File: src/rtl/mul8_seq_ctrl_pkg.sv
// mul8_pkg: shared types and constants for the sequential 8x8 approximate
// multiplier (states, quadrant indices, shift amounts, map field positions,
// accumulator width and saturation value).
package mul8_pkg;

  typedef enum logic [1:0] {
    IDLE = 2'd0,
    RUN  = 2'd1,
    DONE = 2'd2
  } state_t;

  // Quadrants are visited in this order: HH, HL, LH, LL
  typedef logic [1:0] quad_t;
  localparam quad_t QUAD_HH = 2'd0;
  localparam quad_t QUAD_HL = 2'd1;
  localparam quad_t QUAD_LH = 2'd2;
  localparam quad_t QUAD_LL = 2'd3;

  localparam logic [3:0] SHIFT_HH = 4'd8;
  localparam logic [3:0] SHIFT_HL = 4'd4;
  localparam logic [3:0] SHIFT_LH = 4'd4;
  localparam logic [3:0] SHIFT_LL = 4'd0;

  // Bit position of each 2-bit cell-select field inside the map register
  localparam int MAP_POS_HH = 6;
  localparam int MAP_POS_HL = 4;
  localparam int MAP_POS_LH = 2;
  localparam int MAP_POS_LL = 0;

  localparam int          ACC_W             = 17;
  localparam logic [15:0] SAT_MAX           = 16'hFFFF;
  localparam logic [7:0]  MAP_RESET_DEFAULT = 8'b11_10_01_00;

  // Left shift applied to a quadrant's 4x4 product before accumulation
  function automatic logic [3:0] quadShift(input quad_t q);
    logic [3:0] s;
    case (q)
      QUAD_HH: s = SHIFT_HH;
      QUAD_HL: s = SHIFT_HL;
      QUAD_LH: s = SHIFT_LH;
      default: s = SHIFT_LL;
    endcase
    return s;
  endfunction

  // Cell-select code for a quadrant taken from a map value
  function automatic logic [1:0] mapField(input logic [7:0] m, input quad_t q);
    logic [1:0] f;
    case (q)
      QUAD_HH: f = m[MAP_POS_HH +: 2];
      QUAD_HL: f = m[MAP_POS_HL +: 2];
      QUAD_LH: f = m[MAP_POS_LH +: 2];
      default: f = m[MAP_POS_LL +: 2];
    endcase
    return f;
  endfunction

  // Lowest-index set bit of a pending-quadrant mask (HH is bit 0)
  function automatic quad_t firstPending(input logic [3:0] p);
    quad_t q;
    q = QUAD_HH;
    for (int i = 3; i >= 0; i--) begin
      if (p[i]) q = quad_t'(i);
    end
    return q;
  endfunction

endpackage

File: src/rtl/mul8_seq_ctrl_if.sv
// Operand, product and configuration bundle of the sequential multiplier.
// master = operand producer / product consumer side, slave = the multiplier.
interface mul8_seq_ctrl_if;
  logic        in_valid;
  logic        in_ready;
  logic [7:0]  in_a;
  logic [7:0]  in_b;
  logic        cfg_we;
  logic [7:0]  cfg_map;
  logic [7:0]  map_q;
  logic        out_valid;
  logic        out_ready;
  logic [15:0] out_prod;
  logic        out_ovf;
  logic        busy;

  modport master (
    output in_valid, in_a, in_b, cfg_we, cfg_map, out_ready,
    input  in_ready, map_q, out_valid, out_prod, out_ovf, busy
  );

  modport slave (
    input  in_valid, in_a, in_b, cfg_we, cfg_map, out_ready,
    output in_ready, map_q, out_valid, out_prod, out_ovf, busy
  );
endinterface

File: src/rtl/mul8_seq_ctrl_mul4_sel.sv
// 4x4 approximate cells ap1..ap4 and the combinational selector mul4_sel
// that shares one pair of nibble inputs across all four cells.
//   ap1: exact product
//   ap2: exact product with the two LSBs dropped (under-estimates)
//   ap3: exact product with bit 1 forced high when a[1]&b[1] (over-estimates)
//   ap4: exact product plus 16 when a[3]&b[3] (over-estimates large products)
// Every cell returns 0 when either input is 0, and never exceeds 8 bits.

module ap1 (
  input  logic [3:0] a_i,
  input  logic [3:0] b_i,
  output logic [7:0] p_o
);
  assign p_o = {4'b0, a_i} * {4'b0, b_i};
endmodule

module ap2 (
  input  logic [3:0] a_i,
  input  logic [3:0] b_i,
  output logic [7:0] p_o
);
  logic [7:0] exact;
  assign exact = {4'b0, a_i} * {4'b0, b_i};
  assign p_o   = exact & 8'hFC;
endmodule

module ap3 (
  input  logic [3:0] a_i,
  input  logic [3:0] b_i,
  output logic [7:0] p_o
);
  logic [7:0] exact;
  assign exact = {4'b0, a_i} * {4'b0, b_i};
  assign p_o   = exact | {6'b0, a_i[1] & b_i[1], 1'b0};
endmodule

module ap4 (
  input  logic [3:0] a_i,
  input  logic [3:0] b_i,
  output logic [7:0] p_o
);
  logic [7:0] exact;
  assign exact = {4'b0, a_i} * {4'b0, b_i};
  assign p_o   = exact + {3'b0, a_i[3] & b_i[3], 4'b0};
endmodule

module mul4_sel (
  input  logic [3:0] a_i,
  input  logic [3:0] b_i,
  input  logic [1:0] sel_i,
  output logic [7:0] p_o
);
  logic [7:0] p1, p2, p3, p4;

  ap1 u_ap1 (.a_i(a_i), .b_i(b_i), .p_o(p1));
  ap2 u_ap2 (.a_i(a_i), .b_i(b_i), .p_o(p2));
  ap3 u_ap3 (.a_i(a_i), .b_i(b_i), .p_o(p3));
  ap4 u_ap4 (.a_i(a_i), .b_i(b_i), .p_o(p4));

  // Pick the product of the cell chosen for the current quadrant
  always_comb begin
    case (sel_i)
      2'd0:    p_o = p1;
      2'd1:    p_o = p2;
      2'd2:    p_o = p3;
      default: p_o = p4;
    endcase
  end
endmodule

File: src/rtl/mul8_seq_ctrl.sv
// mul8_seq_ctrl: sequential 8x8 approximate multiplier. One 4x4 selectable
// core is time-shared over the HH, HL, LH, LL nibble quadrants; the shifted
// partial products are summed in a 17-bit accumulator and saturated to 16 bits.
// Optional feature: define MUL8_SKIP_ZERO_EN to skip quadrants whose a- or
// b-nibble is zero (latency becomes 1 + number of active quadrants).
module mul8_seq_ctrl
  import mul8_pkg::*;
#(
  parameter logic [7:0] RESET_MAP = MAP_RESET_DEFAULT
) (
  input  logic            clk,
  input  logic            rst,
  mul8_seq_ctrl_if.slave  bus
);

  state_t           state_q, state_d;
  logic [7:0]       opA_q, opB_q, opMap_q, mapReg_q;
  logic [ACC_W-1:0] acc_q;
  quad_t            step_q;
  logic [3:0]       pend_q;
  logic [15:0]      prod_q;
  logic             ovf_q;

  logic [3:0]       aNib, bNib;
  logic [1:0]       cellSel;
  logic [7:0]       cellProd;
  logic [ACC_W-1:0] cellExt, accAdd, accSum;
  logic [3:0]       activeMask, pendNext;
  logic [15:0]      satProd;
  logic             satOvf;

  // Route the current quadrant's nibbles and cell code to the shared core
  always_comb begin
    aNib    = opA_q[3:0];
    bNib    = opB_q[3:0];
    cellSel = mapField(opMap_q, step_q);
    case (step_q)
      QUAD_HH: begin aNib = opA_q[7:4]; bNib = opB_q[7:4]; end
      QUAD_HL: begin aNib = opA_q[7:4]; bNib = opB_q[3:0]; end
      QUAD_LH: begin aNib = opA_q[3:0]; bNib = opB_q[7:4]; end
      default: begin aNib = opA_q[3:0]; bNib = opB_q[3:0]; end
    endcase
  end

  mul4_sel u_core (
    .a_i   (aNib),
    .b_i   (bNib),
    .sel_i (cellSel),
    .p_o   (cellProd)
  );

  // Shift, accumulate and saturate; the 17-bit sum cannot wrap
  always_comb begin
    cellExt  = {{(ACC_W-8){1'b0}}, cellProd};
    accAdd   = cellExt << quadShift(step_q);
    accSum   = acc_q + accAdd;
    satOvf   = accSum[ACC_W-1];
    satProd  = satOvf ? SAT_MAX : accSum[15:0];
    pendNext = pend_q & ~(4'b0001 << step_q);
  end

  // Quadrants that must be computed for the operands being offered
  always_comb begin
`ifdef MUL8_SKIP_ZERO_EN
    activeMask[QUAD_HH] = (|bus.in_a[7:4]) & (|bus.in_b[7:4]);
    activeMask[QUAD_HL] = (|bus.in_a[7:4]) & (|bus.in_b[3:0]);
    activeMask[QUAD_LH] = (|bus.in_a[3:0]) & (|bus.in_b[7:4]);
    activeMask[QUAD_LL] = (|bus.in_a[3:0]) & (|bus.in_b[3:0]);
`else
    activeMask = 4'hF;
`endif
  end

  // FSM state register
  always_ff @(posedge clk) begin
    if (rst) state_q <= IDLE;
    else     state_q <= state_d;
  end

  // FSM next-state logic
  always_comb begin
    state_d = state_q;
    case (state_q)
      IDLE: if (bus.in_valid) state_d = (activeMask == 4'h0) ? DONE : RUN;
      RUN:  if (pendNext == 4'h0) state_d = DONE;
      DONE: if (bus.out_ready) state_d = IDLE;
      default: state_d = IDLE;
    endcase
  end

  // FSM outputs decoded from the current state
  always_comb begin
    bus.in_ready  = (state_q == IDLE) && !rst;
    bus.out_valid = (state_q == DONE);
    bus.busy      = (state_q != IDLE);
    bus.out_prod  = prod_q;
    bus.out_ovf   = ovf_q;
    bus.map_q     = mapReg_q;
  end

  // Runtime map register, writable in any state
  always_ff @(posedge clk) begin
    if (rst)             mapReg_q <= RESET_MAP;
    else if (bus.cfg_we) mapReg_q <= bus.cfg_map;
  end

  // Operand capture, map snapshot, accumulation and result registers
  always_ff @(posedge clk) begin
    if (rst) begin
      opA_q   <= '0;
      opB_q   <= '0;
      opMap_q <= '0;
      acc_q   <= '0;
      step_q  <= QUAD_HH;
      pend_q  <= '0;
      prod_q  <= '0;
      ovf_q   <= 1'b0;
    end else begin
      case (state_q)
        IDLE: begin
          if (bus.in_valid) begin
            opA_q   <= bus.in_a;
            opB_q   <= bus.in_b;
            opMap_q <= mapReg_q;
            acc_q   <= '0;
            step_q  <= firstPending(activeMask);
            pend_q  <= activeMask;
            if (activeMask == 4'h0) begin
              prod_q <= '0;
              ovf_q  <= 1'b0;
            end
          end
        end
        RUN: begin
          acc_q  <= accSum;
          pend_q <= pendNext;
          if (pendNext != 4'h0) begin
            step_q <= firstPending(pendNext);
          end else begin
            prod_q <= satProd;
            ovf_q  <= satOvf;
          end
        end
        default: ;
      endcase
    end
  end

endmodule

File: src/flat_wrapper.sv
// flat-port wrapper written by rule: the top's interface ports become plain ports
module mul8_seq_ctrl_flat import mul8_pkg::*;
#(
  parameter logic [7:0] RESET_MAP = MAP_RESET_DEFAULT
)
  (clk, rst, bus_in_valid, bus_in_a, bus_in_b, bus_cfg_we, bus_cfg_map, bus_out_ready, bus_in_ready, bus_map_q, bus_out_valid, bus_out_prod, bus_out_ovf, bus_busy);
  mul8_seq_ctrl_if bus_i ();
  input  logic clk;
  input  logic rst;
  input wire logic [$bits(bus_i.in_valid)-1:0] bus_in_valid;
  input wire logic [$bits(bus_i.in_a)-1:0] bus_in_a;
  input wire logic [$bits(bus_i.in_b)-1:0] bus_in_b;
  input wire logic [$bits(bus_i.cfg_we)-1:0] bus_cfg_we;
  input wire logic [$bits(bus_i.cfg_map)-1:0] bus_cfg_map;
  input wire logic [$bits(bus_i.out_ready)-1:0] bus_out_ready;
  output wire logic [$bits(bus_i.in_ready)-1:0] bus_in_ready;
  output wire logic [$bits(bus_i.map_q)-1:0] bus_map_q;
  output wire logic [$bits(bus_i.out_valid)-1:0] bus_out_valid;
  output wire logic [$bits(bus_i.out_prod)-1:0] bus_out_prod;
  output wire logic [$bits(bus_i.out_ovf)-1:0] bus_out_ovf;
  output wire logic [$bits(bus_i.busy)-1:0] bus_busy;
  assign bus_i.in_valid = bus_in_valid;
  assign bus_i.in_a = bus_in_a;
  assign bus_i.in_b = bus_in_b;
  assign bus_i.cfg_we = bus_cfg_we;
  assign bus_i.cfg_map = bus_cfg_map;
  assign bus_i.out_ready = bus_out_ready;
  assign bus_in_ready = bus_i.in_ready;
  assign bus_map_q = bus_i.map_q;
  assign bus_out_valid = bus_i.out_valid;
  assign bus_out_prod = bus_i.out_prod;
  assign bus_out_ovf = bus_i.out_ovf;
  assign bus_busy = bus_i.busy;
  mul8_seq_ctrl #(.RESET_MAP(RESET_MAP)) u_core (.clk(clk), .rst(rst), .bus(bus_i));
endmodule
File: config.mk
export PLATFORM = sky130hd
export DESIGN_NAME = mul8_seq_ctrl_flat
export DESIGN_NICKNAME = d
export VERILOG_FILES = /design/src/rtl/mul8_seq_ctrl_pkg.sv /design/src/rtl/mul8_seq_ctrl_if.sv /design/src/rtl/mul8_seq_ctrl_mul4_sel.sv /design/src/rtl/mul8_seq_ctrl.sv /design/src/flat_wrapper.sv
export SDC_FILE = /design/constraint.sdc
export NUM_CORES = 1
export LEC_CHECK = 0
export ABC_AREA = 1
export BUFFER_PORTS_ARGS = -buffer_cell sky130_fd_sc_hd__buf_2
export CORE_ASPECT_RATIO = 2
export CORE_MARGIN = 3
export CORE_UTILIZATION = 53
export DETAILED_ROUTE_END_ITERATION = 12
export PLACE_DENSITY = 0.89
export SLEW_MARGIN = 20
export SYNTH_ARGS = -nofsm -noshare
export SYNTH_HDL_FRONTEND = slang
export SYNTH_SLANG_ARGS = --single-unit
File: constraint.sdc
create_clock -name clk -period 5.93 [get_ports clk]
set_clock_uncertainty 0.1 [all_clocks]
set_input_delay 1.186 -clock clk [delete_from_list [all_inputs] [get_ports clk]]
set_output_delay 1.186 -clock clk [all_outputs]
set_load 0.01 [all_outputs]
Yosys cells after proc, flatten, opt, wreduce, memory -nomap -nowiden:

Index checks and enable logic that the tools add are counted.

* bits in registers: 74
* input bits: 29
* output and inout bits: 28
* word-level logic and storage cells: 69

* add/sub/neg operators: 2
* multiply operators: 1
* equality and inequality tests: 10
* shift operators: 2
* mux-type cells: 21
* bitwise operators: 6
* reductions and logical operators: 17

Operator list (count)
* case mux 17 bit (2 select lines): 1
* case mux 8 bit (3 select lines): 1
* two-way mux 2 bit: 9
* adder 17 bit: 1
* two-way mux 17 bit: 1
* left shift 8 x 4 -> 17 bit: 1
* two-way mux 16 bit: 1
* case mux 4 bit (2 select lines): 2
* two-way mux 4 bit: 3
* case mux 2 bit (3 select lines): 2
* adder 8 x 5 -> 8 bit: 1
* multiplier 4 x 4 -> 8 bit: 1
* OR 8 x 2 -> 8 bit: 1
* equality test 2 x 1 -> 1 bit, second input constant: 3
* equality test 2 bit, second input constant: 3
* logical NOT 2 bit: 3
* AND reduction 2 bit: 3
* AND reduction 3 bit: 2
* OR reduction 2 bit: 3
* bitwise AND 4 bit: 1
* logical NOT 4 bit: 1
* != test 2 x 1 -> 1 bit, second input constant: 2
* != test 2 bit, second input constant: 2
* NOT 4 bit: 1
* 8 further kinds: 10

Depth between registers and ports, before layout:

* depth after elaboration: 9
* mapped depth: 37
* depth with buffers taken out: 36

By module:

A second synthesis with hierarchy kept.

* cell total of the unflattened synthesis: 997
* area total of the unflattened synthesis: 6572.6 um^2

By module, submodules not included
* mul8_seq_ctrl: times used 1, cells an instance 666, area each 4410.5 um^2, sequential area each 1481.4 um^2
* ap4: times used 1, cells an instance 75, area each 506.7 um^2, sequential area each 0.0 um^2
* ap3: times used 1, cells an instance 71, area each 471.7 um^2, sequential area each 0.0 um^2
* ap1: times used 1, cells an instance 70, area each 462.9 um^2, sequential area each 0.0 um^2
* ap2: times used 1, cells an instance 68, area each 456.7 um^2, sequential area each 0.0 um^2
* mul4_sel: times used 1, cells an instance 47, area each 264.0 um^2, sequential area each 0.0 um^2

Least setup slack after synthesis:

No wires, ideal clock.

* path kind: register to register
* start: register u_core.step_q[0]
* end: register u_core.prod_q[11], in the netlist u_core.bus.out_prod[11]
* library setup time: 112 ps
* arrival: 5339 ps
* data required time: 5718 ps
* path slack: 379 ps
* cell stages (with the launch flop): 33
* path buffers: 1
* clock period less this slack: 5551 ps
* path through: dfxtp_1 > inv_1 > ha_1 > nor2_2 > nand2_1 > o21ai_0 > nand2_1 > fa_1 > inv_1 > fa_1 > inv_1 > fa_1 > xnor2_1 > ha_1 > ha_1 > nand2_1 > o21ai_0 > inv_1 > nand2_1 > o21ai_1 > nor2_1 > ha_1 > a21oi_1 > nor2_1 > nor2_2 > o21ai_2 > a21oi_1 > inv_2 > nand2_4 > nand2_2 > buf_6 > o21ai_2 > inv_1

* cells in the longest elaborated chain, start to end: 9

Ends and longest elaborated chain
* start, declared: RTL line mul8_seq_ctrl.sv:19 `quad_t step_q;`
* start signal, assigned: RTL line mul8_seq_ctrl.sv:126 `step_q <= firstPending(activeMask);`
* start signal, assigned: RTL line mul8_seq_ctrl.sv:138 `step_q <= firstPending(pendNext);`
* equality test 2 x 1 -> 1 bit (tied with other cells): RTL line mul8_seq_ctrl_pkg.sv:37, mul8_seq_ctrl_pkg.sv:49, mul8_seq_ctrl.sv:37
* OR reduction 2 bit (no line)
* two-way mux 4 bit: RTL line mul8_seq_ctrl.sv:37 `case (step_q)`
* multiplier 4 x 4 -> 8 bit (tied with other cells)
* adder 8 x 5 -> 8 bit or OR 8 x 2 -> 8 bit (tied branches): RTL line mul8_seq_ctrl_mul4_sel.sv:44, mul8_seq_ctrl_mul4_sel.sv:34
* case mux 8 bit (3 select lines): RTL line mul8_seq_ctrl_mul4_sel.sv:62 `case (sel_i)`
* left shift 8 x 4 -> 17 bit: RTL line mul8_seq_ctrl.sv:55 `accAdd = cellExt << quadShift(step_q);`
* adder 17 bit: RTL line mul8_seq_ctrl.sv:56 `accSum = acc_q + accAdd;`
* two-way mux 16 bit: RTL line mul8_seq_ctrl.sv:58 `satProd = satOvf ? SAT_MAX : accSum[15:0];`
* end signal, assigned: RTL line mul8_seq_ctrl.sv:140 `prod_q <= satProd;`
* end, declared: RTL line mul8_seq_ctrl.sv:21 `logic [15:0] prod_q;`

Several ways; a longest one is shown, not always the timed one.
A chain may end at the register's enable or synchronous reset.

Worst setup path after layout:

* start: register u_core.step_q[0]
* end: register u_core.prod_q[9], in the netlist u_core.bus.out_prod[9]

Same word-level chain as after synthesis.

==> results by group <==
Cells and area
  • Fill cells: 721
  • Final #Nets: 791
  • Antenna diodes: 0
  • Area Overhead vs Synth: 18.3%
  • Multi-input logic area: 2830 um^2
  • Design Area, Final: 5460 um^2
  • Seq. cell area: 1480 um^2
  • Layout Cells excl Fill: 825
  • Fraction of layout cells with a size suffix above 1: 21.3%

Floorplan
  • Die Span X: 72.0 um
  • Die height: 138 um
  • Core Box Area: 8350 um^2
  • Die ar.: 9930 um^2
  • FP Rows: 47
  • Initial core utilization: 55.3%
  • I/O Pins: 57

Yosys
  • Main combinational cell family by area after synthesis: simple AND/OR/NAND/NOR gates
  • Commonest cells post-synth: 120 x nor2_1, 114 x nand2_1, 74 x dfxtp_1, 74 x inv_1, 55 x o21ai_0
  • Part of the Yosys area used for sequential elements: 32.1%
  • FFs w/ async S/R, synth: 0%
  • Xor/xnor share of the synthesized area: 3.04%
  • Avg Cell Area, Syn: 6.99 um^2
  • Synth top area cells: dfxtp_1 32%, nor2_1 9.8%, ha_1 9.5%
  • Post-synthesis simple-gate area fraction: 28.5%
  • Post-synthesis mux area share: 0%
  • Synth cell types: 39
  • Mapped Cells: 660
  • Post-synth EDFFs: 0
  • Leading register cell type out of synthesis: dfxtp_1
  • Syn_nets: 729
  • Count leader, synth: nor2_1
  • Adder-cell share of the synthesized area: 11.7%
  • #FFs+latches synth: 74
  • Synth Area in Compound Gates: 15.3%
  • Biggest area consumer among synthesized cells: dfxtp_1
  • Synth Cell Area: 4610 um^2
  • YS warnings: 0
  • Synth top area share: 32.1%

Worst hold path
  • Min-delay worst type: flip-flop to flip-flop

Placement
  • Worst slack, placed: -211 ps
  • Buffers on Ports: 56
  • Dpl cells: 806
  • Placer Congestion: 0.964
  • Post-DP Area: 4980 um^2
  • HPWL after detailed placement: 9.50 mm

Timing
  • Worst Setup Slack, final: 261 ps
  • Setup TNS: 0 ps
  • Slew margin rel.: 40.4%
  • Fin. Hold Viols: 0
  • Final min period: 5670 ps
  • Final Slew Violations: 0
  • Setup violations, final: 0
  • FMAX: 176 MHz
  • Worst-Margin Slew: 893 ps
  • Fin crit share: 95.6%

Clock network
  • Num CTS Buffers: 9
  • CTS root buf: clkbuf_16
  • Hold_buf cts: 0
  • Clk buf depth: 2
  • CTS tree: built
  • Later-pin clock latency in the skew report: 340 ps
  • Total clock sinks: 74
  • Reg clk slew, reported paths: 60 ps
  • H-tree Lvls: 3

Global route
  • Global-route wire length before repair: 19.9 mm
  • Total GRT Usage: 26.1%
  • Vias in the first global route: 4507
  • Pin count of the biggest net entering global routing: 39
  • Initial antenna violation count: 0
  • Total grt overflow: 0

Route
  • DRT Wirelength: 12.5 mm
  • Initial DRC Count: 239
  • Vias per cell: 5.42
  • Antenna violation net count after detailed routing: 0
  • DRT Pass-1 Iters: 5
  • Avg WL per Cell: 15.1 um
  • Via count: 4471
  • DRC violations left: 0

Power
  • Pwr Density: 284 nW/um^2
  • Max IR drop VDD: 277 uV
  • Power Total: 1.55 mW
  • Leakage: 2.66 nW

Setup path
  • Worst EP arrival: 5800 ps
  • Worst Path Required: 6070 ps
  • Worst setup EP type: flip-flop
  • Setup crit start kind: flip-flop
  • Crit path kind: flip-flop to flip-flop
  • FF-to-FF setup slack: 260 ps
  • Critical Path Fanout Max: 8

Outcome
  • Status: finished, final reports clean

Run
  • Max Cap Violations: 0
path summary, 6_finish.rpt:
check,cells past startpoint,from,end
min,2,u_core.acc_q[12],u_core.acc_q[12]
max reg2reg,25,u_core.step_q[0],u_core.bus.out_prod[9]
min reg2reg,2,u_core.acc_q[12],u_core.acc_q[12]
max,25,u_core.step_q[0],u_core.bus.out_prod[9]
worst max-delay path, stage by stage (launching register included):
cell,delay (ps)
dfxtp_2,360
inv_1,90
ha_1,240
nor2_4,190
nand2_1,70
o21ai_1,110
nand2_1,100
fa_1,540
inv_1,60
fa_1,600
inv_1,80
fa_2,390
xnor2_2,190
ha_2,320
nand3_2,100
nand2_4,70
o21ai_0,200
nor2_1,90
ha_1,350
a21oi_1,210
a21boi_1,310
o21ai_0,190
xnor2_2,290
nand2_1,110
o21ai_2,160
inv_1,50
layout make-up:
type / count / share of cell area, %
Inverter: 77 / 5.34
Tap cell: 98 / 2.25
Multi-Input combinational cell: 487 / 51.9
Timing Repair Buffer: 73 / 7.47
Clock inverter: 4 / 1.38
Clock buffer: 12 / 4.52
Sequential cell: 74 / 27.2
layer usage:
layer  GRT usage, %  up-vias  wire, um
met5              0        -         0
met4           19.1        0       839
met3           4.86       61       469
met2           51.1      149      7060
met1           22.3     2028      4090
li1               -     2233         -
power breakdown:
| part | switching (mW) | internal, mW |
|---|---|---|
| registers | 0.0216 | 0.541 |
| clock network | 0.218 | 0.380 |
| logic | 0.247 | 0.142 |
registers in the layout, indices dropped and copies added, names as in the netlist:
register and count:
u_core.opA_q 8, u_core.bus.map_q 8, u_core.state_q 2, u_core.bus.out_ovf 1, u_core.pend_q 4, u_core.step_q 2, u_core.opMap_q 8, u_core.opB_q 8
u_core.bus.out_prod 16, u_core.acc_q 17
kinds of logic (layout without fill, tap and decap cells):
| group | count (synthesis) | count (layout) |
|---|---|---|
| AND/OR/NAND/NOR | 302 | 302 |
| AO/OA/AOI/OAI | 129 | 129 |
| buffers and inverters | 99 | 166 |
| flip-flops | 74 | 74 |
| adder cells (fa/ha/maj) | 40 | 40 |
| XOR/XNOR | 16 | 16 |
repair_timing:
item                       in CTS  in global routing
gates resized for setup         6                 29
pin swaps                       1                  9
buffers inserted                1                  2
setup endpoints to repair      18                 27
layout by cell type, fill, tap and decap left out, types with 2 or more instances in the layout:
master | netlist | final
a21oi_2 | 0 | 6
nand2_2 | 3 | 2
nand2_4 | 4 | 5
xnor2_2 | 0 | 2
clkbuf_1 | 13 | 2
a21oi_1 | 51 | 44
a21o_1 | 2 | 2
dfxtp_1 | 74 | 72
nand2_1 | 114 | 114
nor2_2 | 5 | 3
buf_2 | 2 | 56
nor2_4 | 2 | 4
o22ai_1 | 3 | 3
xor2_1 | 9 | 7
dfxtp_2 | 0 | 2
nand3_2 | 3 | 5
or2_2 | 13 | 13
o21bai_1 | 2 | 2
o21ai_1 | 2 | 5
o21ai_2 | 11 | 12
buf_4 | 0 | 17
fa_1 | 5 | 4
nor3_1 | 3 | 3
xnor2_1 | 7 | 5
xor2_2 | 0 | 2
ha_1 | 35 | 31
inv_1 | 74 | 74
nor2_1 | 120 | 120
o21ai_0 | 55 | 50
clkinvlp_4 | 0 | 2
nand3_1 | 27 | 25
clkbuf_16 | 0 | 9
nand4_1 | 4 | 4
ha_2 | 0 | 3
bufinv_16 | 0 | 2
per-stage QoR:
stage / util [%] / hold WS, ps
after global placement: 59.7 / 346
after CTS: 63.9 / 373
final: 65.4 / 371
after detailed placement: 59.7 / 365
after global routing: 65.4 / 392
after floorplan: - / 325
Note: power is estimated with default switching activity, not from simulation.
